**config.mk**
```make
export PLATFORM = sky130hd
export DESIGN_NAME = alu_issue_flat
export DESIGN_NICKNAME = d
export VERILOG_FILES = /design/src/rtl/alu_issue_if.sv /design/src/rtl/alu_issue.sv /design/src/flat_wrapper.sv
export SDC_FILE = /design/constraint.sdc
export NUM_CORES = 1
export LEC_CHECK = 0
export ABC_AREA = 0
export ABC_CLOCK_PERIOD_IN_PS = 2200
export BUFFER_PORTS_ARGS = -buffer_cell sky130_fd_sc_hd__buf_4
export CAP_MARGIN = 20
export CELL_PAD_IN_SITES_DETAIL_PLACEMENT = 1
export CELL_PAD_IN_SITES_GLOBAL_PLACEMENT = 2
export CORE_ASPECT_RATIO = 0.8
export CORE_MARGIN = 2
export CORE_UTILIZATION = 28
export DETAILED_ROUTE_END_ITERATION = 16
export PLACE_DENSITY_LB_ADDON = 0.1
export SLEW_MARGIN = 20
export SYNTH_ARGS = -nofsm -noshare
export SYNTH_HDL_FRONTEND = slang
export SYNTH_SLANG_ARGS = --single-unit
```
**constraint.sdc**
```tcl
create_clock -name clk -period 2.2 [get_ports clk]
set_input_delay 0 -clock clk [delete_from_list [all_inputs] [get_ports clk]]
set_output_delay 0 -clock clk [all_outputs]
set_load 0.005 [all_outputs]
```
**src/rtl/alu_issue_if.sv**
```systemverilog
// Request, ALU-drive and response signal bundle for alu_issue.
// master = decode/ALU/writeback side, slave = the sequencer itself.
interface alu_issue_if #(
    parameter int IMM_W     = 16,
    parameter int ERR_CNT_W = 16
);
    logic                 req_valid;
    logic                 req_ready;
    logic [3:0]           req_funct;
    logic [31:0]          req_a;
    logic [31:0]          req_b;
    logic                 req_use_imm;
    logic [IMM_W-1:0]     req_imm;
    logic [4:0]           req_rd;

    logic [3:0]           alu_op;
    logic [31:0]          alu_a;
    logic [31:0]          alu_b;
    logic [31:0]          alu_result;
    logic                 alu_zero;
    logic                 alu_unknown_op;

    logic                 rsp_valid;
    logic                 rsp_ready;
    logic [31:0]          rsp_result;
    logic                 rsp_zero;
    logic [4:0]           rsp_rd;
    logic                 rsp_err;
    logic [ERR_CNT_W-1:0] err_cnt;

    modport master (
        output req_valid, req_funct, req_a, req_b, req_use_imm, req_imm, req_rd,
        output alu_result, alu_zero, alu_unknown_op, rsp_ready,
        input  req_ready, alu_op, alu_a, alu_b,
        input  rsp_valid, rsp_result, rsp_zero, rsp_rd, rsp_err, err_cnt
    );

    modport slave (
        input  req_valid, req_funct, req_a, req_b, req_use_imm, req_imm, req_rd,
        input  alu_result, alu_zero, alu_unknown_op, rsp_ready,
        output req_ready, alu_op, alu_a, alu_b,
        output rsp_valid, rsp_result, rsp_zero, rsp_rd, rsp_err, err_cnt
    );
endinterface

```
**src/rtl/alu_issue.sv**
```systemverilog
// Issue/retire sequencer: S1 registers decoded op onto the ALU, S2 captures the result; 2-cycle latency, 1 op/cycle.
// Backpressure: !rsp_ready holds S2, S1 holds behind it, req_ready drops once both are full; flush empties both.
module alu_issue #(
    parameter int IMM_W     = 16,
    parameter int ERR_CNT_W = 16
) (
    input  logic       clk,
    input  logic       reset,
    input  logic       flush,
    alu_issue_if.slave bus
);
    localparam logic [3:0] ALU_ADD = 4'h0;
    localparam logic [3:0] ALU_SUB = 4'h1;
    localparam logic [3:0] ALU_AND = 4'h2;
    localparam logic [3:0] ALU_OR  = 4'h3;
    localparam logic [3:0] ALU_EQ  = 4'h4;
    localparam logic [3:0] ALU_NOP = 4'hF;

    logic                 s1_valid;
    logic [3:0]           s1_op;
    logic [31:0]          s1_a;
    logic [31:0]          s1_b;
    logic [4:0]           s1_rd;
    logic                 s1_illegal;

    logic                 s2_valid;
    logic [31:0]          s2_result;
    logic                 s2_zero;
    logic [4:0]           s2_rd;
    logic                 s2_err;
    logic [ERR_CNT_W-1:0] err_cnt_q;

    logic [3:0]           dec_op;
    logic                 dec_illegal;
    logic [31:0]          dec_b;
    logic                 s2_free;
    logic                 s1_adv;
    logic                 req_rdy;
    logic                 accept;
    logic                 rsp_hs;
    logic                 cap_err;

    always_comb begin
        dec_op      = ALU_NOP;
        dec_illegal = 1'b0;
        case (bus.req_funct)
            4'd0:    dec_op = ALU_AND;
            4'd1:    dec_op = ALU_OR;
            4'd2:    dec_op = ALU_ADD;
            4'd3:    dec_op = ALU_SUB;
            4'd4:    dec_op = ALU_EQ;
            4'd5:    dec_op = ALU_NOP;
            default: dec_illegal = 1'b1;
        endcase
    end

    assign dec_b   = bus.req_use_imm ? {{(32-IMM_W){bus.req_imm[IMM_W-1]}}, bus.req_imm}
                                     : bus.req_b;
    assign s2_free = !s2_valid || bus.rsp_ready;
    assign s1_adv  = s1_valid && s2_free;
    assign req_rdy = !flush && (!s1_valid || s2_free);
    assign accept  = bus.req_valid && req_rdy;
    assign rsp_hs  = s2_valid && bus.rsp_ready;
    assign cap_err = s1_illegal || bus.alu_unknown_op;

    always_ff @(posedge clk or negedge reset) begin
        if (!reset) begin
            s1_valid   <= 1'b0;
            s1_op      <= ALU_NOP;
            s1_a       <= '0;
            s1_b       <= '0;
            s1_rd      <= '0;
            s1_illegal <= 1'b0;
            s2_valid   <= 1'b0;
            s2_result  <= '0;
            s2_zero    <= 1'b0;
            s2_rd      <= '0;
            s2_err     <= 1'b0;
            err_cnt_q  <= '0;
        end else begin
            // Retirement is counted even in a flush cycle; the counter survives flush.
            if (rsp_hs && s2_err && (err_cnt_q != {ERR_CNT_W{1'b1}}))
                err_cnt_q <= err_cnt_q + ERR_CNT_W'(1);

            if (flush) begin
                s1_valid <= 1'b0;
                s2_valid <= 1'b0;
            end else begin
                if (s1_adv) begin
                    s2_valid  <= 1'b1;
                    s2_result <= cap_err ? 32'd0 : bus.alu_result;
                    s2_zero   <= !cap_err && bus.alu_zero;
                    s2_rd     <= s1_rd;
                    s2_err    <= cap_err;
                end else if (rsp_hs) begin
                    s2_valid <= 1'b0;
                end

                if (accept) begin
                    s1_valid   <= 1'b1;
                    s1_op      <= dec_op;
                    s1_a       <= bus.req_a;
                    s1_b       <= dec_b;
                    s1_rd      <= bus.req_rd;
                    s1_illegal <= dec_illegal;
                end else if (s1_adv) begin
                    s1_valid <= 1'b0;
                end
            end
        end
    end

    assign bus.req_ready  = req_rdy;
    assign bus.alu_op     = s1_op;
    assign bus.alu_a      = s1_a;
    assign bus.alu_b      = s1_b;
    assign bus.rsp_valid  = s2_valid;
    assign bus.rsp_result = s2_result;
    assign bus.rsp_zero   = s2_zero;
    assign bus.rsp_rd     = s2_rd;
    assign bus.rsp_err    = s2_err;
    assign bus.err_cnt    = err_cnt_q;
endmodule
```
**src/flat_wrapper.sv**
```systemverilog
// flat-port wrapper written by rule: the top's interface ports become plain ports
module alu_issue_flat 
#(
    parameter int IMM_W     = 16,
    parameter int ERR_CNT_W = 16
)
  (clk, reset, flush, bus_req_valid, bus_req_funct, bus_req_a, bus_req_b, bus_req_use_imm, bus_req_imm, bus_req_rd, bus_alu_result, bus_alu_zero, bus_alu_unknown_op, bus_rsp_ready, bus_req_ready, bus_alu_op, bus_alu_a, bus_alu_b, bus_rsp_valid, bus_rsp_result, bus_rsp_zero, bus_rsp_rd, bus_rsp_err, bus_err_cnt);
  alu_issue_if #(.IMM_W(IMM_W), .ERR_CNT_W(ERR_CNT_W)) bus_i ();
  input  logic clk;
  input  logic reset;
  input  logic flush;
  input wire logic [$bits(bus_i.req_valid)-1:0] bus_req_valid;
  input wire logic [$bits(bus_i.req_funct)-1:0] bus_req_funct;
  input wire logic [$bits(bus_i.req_a)-1:0] bus_req_a;
  input wire logic [$bits(bus_i.req_b)-1:0] bus_req_b;
  input wire logic [$bits(bus_i.req_use_imm)-1:0] bus_req_use_imm;
  input wire logic [$bits(bus_i.req_imm)-1:0] bus_req_imm;
  input wire logic [$bits(bus_i.req_rd)-1:0] bus_req_rd;
  input wire logic [$bits(bus_i.alu_result)-1:0] bus_alu_result;
  input wire logic [$bits(bus_i.alu_zero)-1:0] bus_alu_zero;
  input wire logic [$bits(bus_i.alu_unknown_op)-1:0] bus_alu_unknown_op;
  input wire logic [$bits(bus_i.rsp_ready)-1:0] bus_rsp_ready;
  output wire logic [$bits(bus_i.req_ready)-1:0] bus_req_ready;
  output wire logic [$bits(bus_i.alu_op)-1:0] bus_alu_op;
  output wire logic [$bits(bus_i.alu_a)-1:0] bus_alu_a;
  output wire logic [$bits(bus_i.alu_b)-1:0] bus_alu_b;
  output wire logic [$bits(bus_i.rsp_valid)-1:0] bus_rsp_valid;
  output wire logic [$bits(bus_i.rsp_result)-1:0] bus_rsp_result;
  output wire logic [$bits(bus_i.rsp_zero)-1:0] bus_rsp_zero;
  output wire logic [$bits(bus_i.rsp_rd)-1:0] bus_rsp_rd;
  output wire logic [$bits(bus_i.rsp_err)-1:0] bus_rsp_err;
  output wire logic [$bits(bus_i.err_cnt)-1:0] bus_err_cnt;
  assign bus_i.req_valid = bus_req_valid;
  assign bus_i.req_funct = bus_req_funct;
  assign bus_i.req_a = bus_req_a;
  assign bus_i.req_b = bus_req_b;
  assign bus_i.req_use_imm = bus_req_use_imm;
  assign bus_i.req_imm = bus_req_imm;
  assign bus_i.req_rd = bus_req_rd;
  assign bus_i.alu_result = bus_alu_result;
  assign bus_i.alu_zero = bus_alu_zero;
  assign bus_i.alu_unknown_op = bus_alu_unknown_op;
  assign bus_i.rsp_ready = bus_rsp_ready;
  assign bus_req_ready = bus_i.req_ready;
  assign bus_alu_op = bus_i.alu_op;
  assign bus_alu_a = bus_i.alu_a;
  assign bus_alu_b = bus_i.alu_b;
  assign bus_rsp_valid = bus_i.rsp_valid;
  assign bus_rsp_result = bus_i.rsp_result;
  assign bus_rsp_zero = bus_i.rsp_zero;
  assign bus_rsp_rd = bus_i.rsp_rd;
  assign bus_rsp_err = bus_i.rsp_err;
  assign bus_err_cnt = bus_i.err_cnt;
  alu_issue #(.IMM_W(IMM_W), .ERR_CNT_W(ERR_CNT_W)) u_core (.clk(clk), .reset(reset), .flush(flush), .bus(bus_i));
endmodule
```
==> reports/metrics.yaml, run 1 <==
dieWidth_um: 157
final_core_util_pct: 51.6
clockBufferDepth: 2
rsz0062_at_grt: "no"
maxCapViolCount: 0
worst-setup-path-type: "reg -> reg"
ir_drop_v: 0.000390
drive_gt1_share_pct: 43.1
ant_nets: 0
synth_area_um2: 5270
yosys_warnings: 0
reg2reg_slack_ns: 0.13
yosysSeqAreaShare_pct: 62.4
core-area_um2: 18300
start_util_pct: 28.8
worst_setup_path_end_kind: "flop"
tns_ns: 0
clkLatencyLatePin_ns: 0.42
cp_slowest_cell: "dlygate4sd3_1"
firstDrtPassIters: 4
cts_max_level: 4
ys.flop_type: "dfrtp_1"
hold_end: "u_core.bus.rsp_err"
grt_max_degree: 92
grt_pass1_wl_mm: 27.9
async_flop_share_pct: 100
post-cts-setup-buffer-count: 0
cpPeakStageDelay_ns: 0.57
die_y_um: 127
final.hold.worst_slack_ns: 0.0257
grt_pass1_vias: 5411
cp.required_ns: 2.55
timing.fmax_mhz: 483
syn_to_final_growth_pct: 79.2
layout.nets: 931
antenna_found_initial: 0
place_congestion: 0.724
cts_tree: "yes"
hold_viol_final: 0
viasPerCell: 4.48
cp_max_fo: 23
syn-num-nets: 542
synth.most_common_cell: "dfrtp_1"
min_path_type: "in -> reg"
synth-edff-count: 0
grtUsageTotal_pct: 17.9
cts_root_buf: "clkbuf_16"
cts_sinks: 131
numCtsBuffers: 17
post-route-period-util_pct: 94.1
crit_arrival_ns: 2.42
leakage_uw: 0.00455
ys_ff_latch: 131
drtIter0Drc: 112
ioPinCount: 254
reg2reg_depth: 6
powerDensity_nw_per_um2: 800
via_count: 4776
cp_cell_sequence: "nor2b_4 -> a211oi_4 -> clkbuf_16 -> nor2_1 -> a31oi_1 -> dlygate4sd3_1"
timing.rr.start: "u_core.bus.rsp_valid"
fin_worst_skew_ns: 0.00795
place_inst: 904
hold_depth: 4
stdcell_count: 1067
finalWirelength_mm: 17.5
port_buffers: 253
hpwl_mm: 11.6
synthCells: 412
grt.overflow.total: 0
synth.area.top_cells: "dfrtp_1 (60%), mux2_2 (9.4%), a22o_1 (5.5%)"
post_drt_wl_per_cell_um: 16.4
yosysTopAreaCell: "dfrtp_1"
drc: 0
cts.clk_slew.worst_paths_ns: 0.06
dieArea_um2: 19900
r2r_end: "u_core.bus.alu_op[0]"
hp-start: "bus_alu_unknown_op"
relSlewSlack_pct: 57.0
synth.top_cells.by_count: "dfrtp_1 (127), a21oi_1 (55), nor2_1 (45)"
netlist.area_leader.share_pct: 60.4
syn_avg_cell_area_um2: 12.8
ys_types: 35
n_antenna_cell: 0
rows: 44
status: "finished clean"
finalCriticalPeriod_ns: 2.07
finalMaxSlewViolations: 0
start_kind: "flop"
worstMarginPinSlew_ns: 0.646
finalSetupViolations: 0
power breakdown:
part	leakage, uW	switching, uW	internal (uW)	total, uW
Clock	0.000317	1120	2030	3150
Combinational	0.00263	532	922	1450
Sequential	0.00161	209	2730	2940
cell type report:
type | instances | area [um^2]
Multi-Input combinational cell | 251 | 1830
Fill cell | 1943 | 8840
Tap cell | 253 | 317
Timing Repair Buffer | 395 | 3330
Inverter | 5 | 18.8
Sequential cell | 131 | 3280
Clock buffer | 18 | 429
Clock inverter | 14 | 226
worst max-delay path, delay by kind of cell (launching register included):
family	cells	cell delay, ns
AOI/OAI and AO/OA	2	0.53
buffers and inverters	2	0.86
DFF	1	0.40
and+or+nand+nor	2	0.21
sequential cells by signal, indices dropped and copies added, names as in the netlist, 4 cells and up:
register,cells
u_core.bus.alu_a,32
u_core.bus.alu_b,32
u_core.bus.alu_op,4
u_core.bus.err_cnt,16
u_core.bus.rsp_rd,5
u_core.bus.rsp_result,32
u_core.s1_rd,5
how the worst max path moves through the flow:
stage,slack (ns),from,endpoint
global route,0.007,u_core.bus.rsp_valid,u_core.bus.alu_op[0]
finish,0.13,u_core.bus.rsp_valid,u_core.bus.alu_op[0]
floorplan,0.54,u_core.bus.rsp_valid,u_core.bus.alu_a[22]
detailed placement,0.40,u_core.bus.err_cnt[0],u_core.bus.err_cnt[1]
global placement,0.42,u_core.bus.err_cnt[0],u_core.bus.err_cnt[1]
CTS,0.12,u_core.bus.rsp_valid,u_core.bus.alu_op[0]
placed cells by master, fill, tap and decap left out, types with 2 or more instances in the layout:
| cell type | Yosys | final |
|---|---|---|
| buf_4 | 0 | 261 |
| dlygate4sd3_1 | 0 | 129 |
| dfrtp_1 | 127 | 127 |
| a21oi_1 | 55 | 55 |
| nor2_1 | 45 | 45 |
| mux2_2 | 44 | 44 |
| a22o_1 | 33 | 33 |
| clkbuf_16 | 0 | 18 |
| xor2_1 | 15 | 15 |
| mux2i_1 | 15 | 15 |
| nor3_1 | 6 | 6 |
| nand2_1 | 6 | 6 |
| nand4_1 | 5 | 5 |
| bufinv_16 | 0 | 5 |
| inv_1 | 4 | 4 |
| nor4_1 | 4 | 4 |
| dfstp_2 | 4 | 4 |
| a31oi_1 | 3 | 3 |
| clkinv_4 | 0 | 3 |
| inv_6 | 0 | 3 |
| buf_6 | 4 | 3 |
| nand3_1 | 2 | 2 |
| and3_1 | 2 | 2 |
| and2_1 | 2 | 2 |
| nor4b_1 | 2 | 2 |
metal layers:
layer | global-route usage, % | vias up | wire length [um]
met2 | 29.9 | 168 | 8600
met1 | 21.7 | 2328 | 7360
met3 | 6.18 | 24 | 1260
li1 | - | 2256 | -
met5 | 0 | - | 0
met4 | 6.15 | 0 | 309
metrics by stage:
step,worst slack (ns),area (um^2),power [uW]
6_report,0.130,9430,7550
3_5_place_dp,0.397,7460,4250
5_1_grt,0.00670,9430,7930
2_1_floorplan,0.536,5270,3370
3_3_place_gp,0.419,7460,4210
4_1_cts,0.119,9410,7640
kinds of logic after synthesis:
family	synth area share, %
AO/OA/AOI/OAI	11.4
AND/OR/NAND/NOR	8.20
multiplexers	12.3
adder cells (fa/ha/maj)	0.238
flip-flops	62.4
XOR/XNOR	2.50
buffers and inverters	3.04
timing repair:
item                                    in CTS  in global routing
endpoints found under the setup margin       0                  1
hold buffers                               129                  0
endpoints found under the hold margin      161                  0
resized for setup                            0                  1
Note: power is estimated with default switching activity, not from simulation.
==> run 2: changes to the inputs <==
--- a/config.mk
+++ b/config.mk
@@ -7,7 +7,7 @@
 export LEC_CHECK = 0
 export ABC_AREA = 0
 export ABC_CLOCK_PERIOD_IN_PS = 2200
-export BUFFER_PORTS_ARGS = -buffer_cell sky130_fd_sc_hd__buf_4
+export BUFFER_PORTS_ARGS = -buffer_cell sky130_fd_sc_hd__buf_2
 export CAP_MARGIN = 20
 export CELL_PAD_IN_SITES_DETAIL_PLACEMENT = 1
 export CELL_PAD_IN_SITES_GLOBAL_PLACEMENT = 2
==> run 2 against run 1 <==
Cell count fell by 0.28%. Flip-flop and latch count is the same. Register-to-register slack is essentially flat. Critical endpoint is now u_core.bus.alu_op[3]. Global-route usage shrank 0.69 points. Via count fell by 1.2%. Core utilization fell by 4.1 points. Die area stayed put. Largest cell class is now sequential cells.
==> reports/metrics.yaml, run 2 (synthesis gave the netlist of run 1 again) <==
leakage_uw: 0.00429
fin_area_um2: 8680
power_uw: 6910
place_congestion: 0.736
grt_max_degree: 92
drtIter0Drc: 134
die_y_um: 127
hpwl_mm: 11.4
cts.clk_slew.worst_paths_ns: 0.06
reg2reg_depth: 6
finalCriticalPeriod_ns: 2.08
ir_drop_v: 0.000475
hold_viol_final: 0
post-route-period-util_pct: 94.4
clkLatencyLatePin_ns: 0.42
dieWidth_um: 157
finalMaxSlewViolations: 0
hold_buffers: 129
post-cts-setup-buffer-count: 0
finalSetupViolations: 0
rows: 44
dp_slack_ns: 0.401
timing.fmax_mhz: 482
grt_pass1_vias: 5209
cts_max_level: 4
grt_pass1_wl_mm: 26.8
nFillCells: 2023
crit_arrival_ns: 2.43
drive_gt1_share_pct: 42.8
r2r_end: "u_core.bus.alu_op[3]"
clockBufferDepth: 2
numCtsBuffers: 17
grt.overflow.total: 0
fin_worst_skew_ns: 0.0122
setup_ws_ns: 0.124
start_util_pct: 28.8
worst_setup_path_end_kind: "flop"
cp.required_ns: 2.56
min_path_type: "in -> reg"
rsz0062_at_grt: "no"
via_count: 4718
powerDensity_nw_per_um2: 796
place_inst: 902
worstMarginPinSlew_ns: 0.630
hp-start: "bus_rsp_ready"
tns_ns: 0
cts_sinks: 131
cts_resized: 0
maxCapViolCount: 0
grtUsageTotal_pct: 17.2
hold_end: "u_core.bus.err_cnt[2]"
layout.nets: 927
timing.rr.start: "u_core.bus.rsp_valid"
final_common_cell: "buf_2"
core-area_um2: 18300
startpoint: "u_core.bus.rsp_valid"
worst-setup-path-type: "reg -> reg"
viasPerCell: 4.43
ant_nets: 0
dieArea_um2: 19900
syn_to_final_growth_pct: 64.8
start_kind: "flop"
stdcell_count: 1064
finalWirelength_mm: 16.9
cts_tree: "yes"
ioPinCount: 254
dpl_cell_area_um2: 6810
firstDrtPassIters: 4
hold_depth: 4
antenna_found_initial: 1
port_buffers: 253
status: "finished clean"
cts_root_buf: "clkbuf_16"
final_cell_mix: "buf_2 (252), dlygate4sd3_1 (129), dfrtp_1 (127)"
drc: 0
relSlewSlack_pct: 58.0
reg2reg_slack_ns: 0.12
post_drt_wl_per_cell_um: 15.9
cp_max_fo: 91
[run 2: changes by cell type in the layout (fill, tap and decap cells not counted), sizes merged]
cell	previous run	this run
clkinv	5	1
inv	8	12
diode	0	1
buf	265	262
clkbuf	19	18
clkinvlp	1	5
bufinv	5	1
[run 2: area by class of cell]
| type | count | area, um^2 | area share [%] |
|---|---|---|---|
| Tap cell | 253 | 317 | 3.65 |
| Clock inverter | 14 | 143 | 1.64 |
| Timing Repair Buffer | 391 | 2660 | 30.6 |
| Antenna cell | 1 | 2.50 | 0.0288 |
| Clock buffer | 18 | 429 | 4.95 |
| Inverter | 5 | 18.8 | 0.216 |
| Multi-Input combinational cell | 251 | 1830 | 21.1 |
| Sequential cell | 131 | 3280 | 37.8 |
[run 2: how the worst max path moves through the flow]
stage | depth (start not counted) | end | slack [ns]
after floorplan | 5 | u_core.bus.alu_a[22] | 0.54
after global placement | 5 | u_core.bus.err_cnt[1] | 0.45
after detailed placement | 5 | u_core.bus.err_cnt[1] | 0.40
after CTS | 6 | u_core.bus.alu_op[0] | 0.13
after global routing | 6 | u_core.bus.alu_op[0] | 0.02
final | 6 | u_core.bus.alu_op[3] | 0.12
[run 2: where the power goes]
group	internal [uW]	switching (uW)
clock network	1590	1190
logic	697	509
registers	2730	193
total	5020	1890
[run 2: layer usage]
metal | GRT usage, % | up-vias | part of all wire, %
li1 | - | 2245 | -
met1 | 20.4 | 2305 | 42
met2 | 30.1 | 151 | 50
met3 | 5.74 | 17 | 6.6
met4 | 4.44 | 0 | 1.1
met5 | 0 | - | 0
[run 2: critical path: stages, from the launching register on]
cell	delay, ns
dfrtp_1	0.40
nor2b_4	0.16
a211oi_4	0.30
buf_12	0.36
nor2_1	0.07
a31oi_1	0.14
dlygate4sd3_1	0.57
[run 2: stage by stage]
step                      hold WS (ns)  utilization, %
final                           0.0884            47.5
after global routing             0.102            47.5
after CTS                       0.0674            47.5
after detailed placement        0.0194            37.3
after global placement         0.00648            37.3
after floorplan                 -0.296               -
